--- src/rtl/adc_pulse_capture.sv ---
// adc_pulse_capture: threshold-triggered pre/post capture of one ADC channel into
// a circular buffer, then readout of the frozen record over valid/ready.
// Ports:
//   sys_clk, reset_n            clock, async active-low reset
//   a2da_data, a2db_data        channel A/B samples (one per clock)
//   ch_sel, fmt_twos, threshold capture configuration, latched on arm
//   arm, abort                  start request / synchronous cancel
//   rd_ready, rd_valid, rd_data, rd_last   record stream
//   busy, triggered, record_count          status
module adc_pulse_capture #(
    parameter int unsigned DATA_W = 14,
    parameter int unsigned ADDR_W = 8,
    parameter int unsigned PRE    = 16,
    parameter int unsigned POST   = 112
) (
    input  logic              sys_clk,
    input  logic              reset_n,
    input  logic [DATA_W-1:0] a2da_data,
    input  logic [DATA_W-1:0] a2db_data,
    input  logic              ch_sel,
    input  logic              fmt_twos,
    input  logic [DATA_W-1:0] threshold,
    input  logic              arm,
    input  logic              abort,
    input  logic              rd_ready,
    output logic              rd_valid,
    output logic [DATA_W-1:0] rd_data,
    output logic              rd_last,
    output logic              busy,
    output logic              triggered,
    output logic [15:0]       record_count
);

    localparam int unsigned DEPTH   = 1 << ADDR_W;
    localparam int unsigned CNT_W   = ADDR_W + 1;
    localparam int unsigned REC_LEN = PRE + POST;

    if (PRE < 1 || POST < 1 || REC_LEN > DEPTH) begin : g_bad_params
        $error("adc_pulse_capture: need PRE>=1, POST>=1, PRE+POST<=2**ADDR_W");
    end

    typedef enum logic [2:0] {IDLE, PREFILL, WAIT_TRIG, CAPTURE, READOUT} state_t;

    state_t              state, state_nxt;
    logic                sel_q, twos_q;
    logic [DATA_W-1:0]   thr_q, prev;
    logic [ADDR_W-1:0]   wr_ptr, rd_ptr;
    logic [CNT_W-1:0]    fill_cnt, post_cnt, issue_cnt;
    logic                s1_v, s1_last;
    logic [DATA_W-1:0]   mem [DEPTH];
    logic [DATA_W-1:0]   ram_q;

    logic [DATA_W-1:0]   cur_c, bias_c;
    logic                cross_c, out_free_c, issue_c, xfer_last_c;
    logic                wr_en_c, load_cfg_c, trig_c;

    // Selected sample; flipping the MSB of two's-complement values maps them onto
    // offset-binary order so a single unsigned compare serves both formats.
    assign cur_c       = sel_q ? a2db_data : a2da_data;
    assign bias_c      = {twos_q, {(DATA_W-1){1'b0}}};
    assign cross_c     = ((prev ^ bias_c) < (thr_q ^ bias_c)) &&
                         ((cur_c ^ bias_c) >= (thr_q ^ bias_c));

    // Readout pipeline: RAM output stage (s1) feeding the output register.
    assign out_free_c  = !rd_valid || rd_ready;
    assign issue_c     = (state == READOUT) && (out_free_c || !s1_v) &&
                         (issue_cnt < CNT_W'(REC_LEN));
    assign xfer_last_c = rd_valid && rd_ready && rd_last;

    // State register
    always_ff @(posedge sys_clk or negedge reset_n) begin
        if (!reset_n) state <= IDLE;
        else          state <= state_nxt;
    end

    // Next state and per-cycle control strobes
    always_comb begin
        state_nxt  = state;
        wr_en_c    = 1'b0;
        load_cfg_c = 1'b0;
        trig_c     = 1'b0;
        if (abort) begin
            state_nxt = IDLE;
        end else begin
            case (state)
                IDLE: if (arm) begin
                    load_cfg_c = 1'b1;
                    state_nxt  = PREFILL;
                end
                PREFILL: begin
                    wr_en_c = 1'b1;
                    if (fill_cnt == CNT_W'(PRE - 1)) state_nxt = WAIT_TRIG;
                end
                WAIT_TRIG: begin
                    wr_en_c = 1'b1;
                    if (cross_c) begin
                        trig_c    = 1'b1;
                        state_nxt = (POST == 1) ? READOUT : CAPTURE;
                    end
                end
                CAPTURE: begin
                    wr_en_c = 1'b1;
                    if (post_cnt == CNT_W'(1)) state_nxt = READOUT;
                end
                READOUT: if (xfer_last_c) state_nxt = IDLE;
                default: state_nxt = IDLE;
            endcase
        end
    end

    // Sample buffer with registered read port
    always_ff @(posedge sys_clk) begin
        if (wr_en_c) mem[wr_ptr] <= cur_c;
        if (issue_c) ram_q <= mem[rd_ptr];
    end

    // Datapath, readout pipeline and status registers
    always_ff @(posedge sys_clk or negedge reset_n) begin
        if (!reset_n) begin
            sel_q        <= 1'b0;
            twos_q       <= 1'b0;
            thr_q        <= '0;
            prev         <= '0;
            wr_ptr       <= '0;
            rd_ptr       <= '0;
            fill_cnt     <= '0;
            post_cnt     <= '0;
            issue_cnt    <= '0;
            s1_v         <= 1'b0;
            s1_last      <= 1'b0;
            rd_valid     <= 1'b0;
            rd_data      <= '0;
            rd_last      <= 1'b0;
            busy         <= 1'b0;
            triggered    <= 1'b0;
            record_count <= '0;
        end else begin
            busy <= (state_nxt != IDLE);
            if (load_cfg_c) begin
                sel_q     <= ch_sel;
                twos_q    <= fmt_twos;
                thr_q     <= threshold;
                wr_ptr    <= '0;
                fill_cnt  <= '0;
                issue_cnt <= '0;
            end
            if (wr_en_c) begin
                wr_ptr <= wr_ptr + ADDR_W'(1);
                prev   <= cur_c;
            end
            if (wr_en_c && state == PREFILL) fill_cnt <= fill_cnt + CNT_W'(1);
            // Record starts PRE entries before the trigger write address
            if (trig_c) begin
                rd_ptr   <= wr_ptr - ADDR_W'(PRE);
                post_cnt <= CNT_W'(POST - 1);
            end
            if (wr_en_c && state == CAPTURE) post_cnt <= post_cnt - CNT_W'(1);

            if (abort) begin
                s1_v      <= 1'b0;
                rd_valid  <= 1'b0;
                rd_last   <= 1'b0;
                triggered <= 1'b0;
            end else begin
                if (trig_c)           triggered <= 1'b1;
                else if (xfer_last_c) triggered <= 1'b0;

                if (issue_c) begin
                    rd_ptr    <= rd_ptr + ADDR_W'(1);
                    issue_cnt <= issue_cnt + CNT_W'(1);
                    s1_v      <= 1'b1;
                    s1_last   <= (issue_cnt == CNT_W'(REC_LEN - 1));
                end else if (out_free_c) begin
                    s1_v <= 1'b0;
                end

                // Output register only advances when empty or being consumed
                if (out_free_c) begin
                    rd_valid <= s1_v;
                    rd_last  <= s1_v && s1_last;
                    if (s1_v) rd_data <= ram_q;
                end

                if (xfer_last_c) record_count <= record_count + 16'd1;
            end
        end
    end

endmodule
--- config.mk ---
export PLATFORM = sky130hd
export DESIGN_NAME = adc_pulse_capture
export DESIGN_NICKNAME = d
export VERILOG_FILES = /design/src/rtl/adc_pulse_capture.sv
export SDC_FILE = /design/constraint.sdc
export NUM_CORES = 2
export LEC_CHECK = 0
export CAP_MARGIN = 40
export CORE_UTILIZATION = 40
export CTS_BUF_LIST = sky130_fd_sc_hd__clkbuf_4 sky130_fd_sc_hd__clkbuf_8
export DETAILED_ROUTE_END_ITERATION = 8
export PLACE_DENSITY_LB_ADDON = 0.1
export SYNTH_ARGS = -nofsm -noshare
export SYNTH_HDL_FRONTEND = slang
export SYNTH_SLANG_ARGS = --single-unit
--- constraint.sdc ---
create_clock -name sys_clk -period 6.1 [get_ports sys_clk]
set_input_delay 0.915 -clock sys_clk [delete_from_list [all_inputs] [get_ports sys_clk]]
set_output_delay 0.915 -clock sys_clk [all_outputs]
set_load 0.02 [all_outputs]
==> impl_results.md <==
- DPL Wire Length: 288000 um
- Layout cells sized above 1: just under 30%
- RSZ-0062 raised after global routing: no
- Synthesized area per cell: between 20 and 25 sq um
- Starting Density: about two fifths
- Worst Path Max Fanout: 40
- Yosys top cell by area: edfxtp_1
- H-tree Lvls: 6
- Final setup viols: 0
- Final Hold Fails: 0
- Top-count cell post-synth: edfxtp_1
- Die height: ~600 um
- Skew-Pair Late Insertion Delay: between 1000 and 1500 ps
- EDFF count, synth: 3598
- Fin crit period: 4630 ps
- Vias per cell: 5.86
- Core Util, Final: 46.5%
- Most common library cells after synthesis: 3598 x edfxtp_1, 797 x mux4_2, 351 x nor2_1
- IO Pins: 83
- Routed Antenna Nets: 0
- Part of the Yosys area used for sequential elements: between 70% and 80%
- Multi-input logic area: 0.0310 sq mm
- Cell mode on critical path: mux4_2
- Clk slew on worst S/H paths: ~60 ps
- Worst path arrival time: between 5000 and 6000 ps
- Combinational power share: approximately 5.7%
- Site row count: ~220
- Switching Share: around a quarter
- Clk_skew: ~100 ps
- Post-synth top flop: edfxtp_1
- Max-cap violations: 0
- Largest net degree at the start of global routing: about 120
- Setup crit end kind: flip-flop
- DR WL/cell: 35.4 um
- Antenna violations before repair: 27
- Buffer and inverter count on the worst path: 2
- Drt pass-1 iters: 6
- Root Driver: clkbuf_8
- Kind of critical path: flip-flop to flip-flop
- Clk pwr share: around 40%
- Fillers: 30.2k
- CP startpoint kind: flip-flop
- Synth area leaders: edfxtp_1 75%, mux4_2 12%, mux2i_1 2.1%
- CP required: a little over 7000 ps
- Worst min path class: input port to flip-flop
- Synth top area share: 75.1%
- Pleak: 52.0 nW
- Die X: 602 um
- CTS tree: built
- Total Power: 0.0532 W
- Sw power: 0.0124 W
- Max Root-Sink Buffers: 4
- Total gr overflow: 0
- Pins over their slew limit: 0
- Final wirelength: 459000 um
- Post-cts sizing count: 0
- Status: complete, no violations
- Syn Std Cell Area: 0.144 sq mm
- Top delay family on crit path: flip-flops
- Clock Sinks: 3710
- Vias in the first global route: 76.5k
- Nets: 7863
- Pint: 0.0408 W
- Yosys warns: 0
- Flop pwr share: about 54%
- CTS Buf Count: 627
- DRC: 0
- Cell count after synthesis: 6873
- CORE AREA: 0.357 sq mm
- FF/Latch Area: 0.111 sq mm
- Power density of the placed cells: roughly 320 mW/mm^2
- Crit path max-delay cell type: dfrtp_4
- Placed cell count: 11.9k
- First-pass GRT wire length: 631000 um
- Vias post-DR: 76.1k
- Ratio of final minimum period to clock period: 75.9%
- Net count after synthesis: 6964
- Final weighted congestion in routability-driven placement: 0.860
- Final std cells w/o fill: 13.0k
- Die Area: 0.362 sq mm
- Cell variety after synth: 71
- Largest stage delay, worst path: 1020 ps
- Relative slew slack: 34.6%
- Port bufs: between 80 and 90
- Flops & latches, synth: 3710
- Asr flop ratio synth: between 3 and 4%
- Initial DRC Count: ~9.3k
- Setup TNS: 0 ps
- Area grow syn2layout: 15.4%
- Critical-path cell list: buf_12, buf_4, mux4_2, mux4_2, a22oi_1, nand3_1, a32o_1
- Total Routing Usage GR: 25.1%
- Worst-Margin Slew: 981 ps
- Highest Clock Rate: approximately 220 MHz
- Max VDD drop: 202 uV
registers in the layout, indices dropped and copies added (netlist names), 8 cells and up:
signal,flops
thr_q,14
prev,14
rd_data,14
wr_ptr,8
mem,3584
rd_ptr,8
issue_cnt,9
fill_cnt,9
record_count,16
ram_q,14
post_cnt,9
what timing repair did:
action,CTS,global route
hold buffers,1,0
buffers inserted,0,0
hold endpoints to repair,72,0
worst min-delay path: stages:
cell and delay (ps):
clkdlybuf4s50_1 400, nand2_1 60, nand2_1 40
worst paths after layout:
kind,from,endpoint,slack [ps],depth (start not counted)
worst max-delay path,rd_ptr[1]$_DFF_PN0_,ram_q[0]$_DFFE_PP_,1470,7
worst min register to register,record_count[15]$_DFFE_PN0P_,record_count[15]$_DFFE_PN0P_,480,1
worst max register to register,rd_ptr[1]$_DFF_PN0_,ram_q[0]$_DFFE_PP_,1470,7
min in group asynchronous,reset_n,thr_q[10]$_DFFE_PN0P_,300,2
worst min-delay path,threshold[0],thr_q[0]$_DFFE_PN0P_,240,3
max in group asynchronous,reset_n,rd_ptr[3]$_DFF_PN0_,4600,3
cell families after synthesis:
group,after synthesis,synth area share (%)
xor gates and xnor gates,25,0.152
adders and majority gates,42,0.365
DFF,3710,77.1
and+or+nand+nor,780,2.33
AOI/OAI and AO/OA,755,3.56
muxes,1144,14.9
buffers and inverters,417,1.58
power by group through the flow:
stage | Sequential [W] | Combinational [W] | Clock [W]
after global routing | 0.0288 | 0.00317 | 0.0229
after detailed placement | 0.0293 | 0.00305 | 0
after global placement | 0.0293 | 0.00286 | 0
after CTS | 0.0288 | 0.00305 | 0.0219
after floorplan | 0.0294 | 0.00128 | 0
final | 0.0288 | 0.00302 | 0.0214
stage by stage:
step           instance area [sq um]  setup slack (ps)  hold WS (ps)
6_report                      166000              1470           238
3_5_place_dp                  154000              1320           468
5_1_grt                       166000              1470           189
3_3_place_gp                  153000              1180           463
4_1_cts                       166000              1520           133
2_1_floorplan                 144000              1030           439
cell usage in the layout, fill, tap and decap left out, types with 23 or more instances in the layout:
cell / count
a211oi_1: 35
a21oi_1: 168
a221oi_1: 61
a22oi_1: 150
a31oi_1: 23
buf_12: 39
buf_16: 27
buf_4: 489
clkbuf_4: 232
clkbuf_8: 648
clkdlybuf4s50_1: 81
clkinv_1: 120
clkinv_2: 34
dfrtp_1: 105
edfxtp_1: 3598
ha_1: 42
inv_1: 24
mux2_2: 33
mux2i_1: 302
mux4_2: 797
nand2_1: 190
nand3_1: 99
nor2_1: 340
nor3_1: 34
o21ai_0: 98
o21ai_1: 24
o221ai_1: 32
o22ai_1: 36
routing by layer:
metal | GRT usage, % | share of wire (%)
met5 | 0 | 0.0087
met4 | 7.45 | 3.0
met3 | 4.68 | 7.7
met2 | 39.3 | 47
met1 | 35.9 | 43
cell type report:
type | instances | area share [%]
Timing Repair Buffer | 658 | 3.75
Clock buffer | 880 | 6.42
Multi-Input combinational cell | 2746 | 18.7
Antenna cell | 17 | 0.0256
Clock inverter | 197 | 0.674
Sequential cell | 3710 | 66.8
Inverter | 29 | 0.0761
Tap cell | 4751 | 3.58
Power figures use the tool's default switching activity.
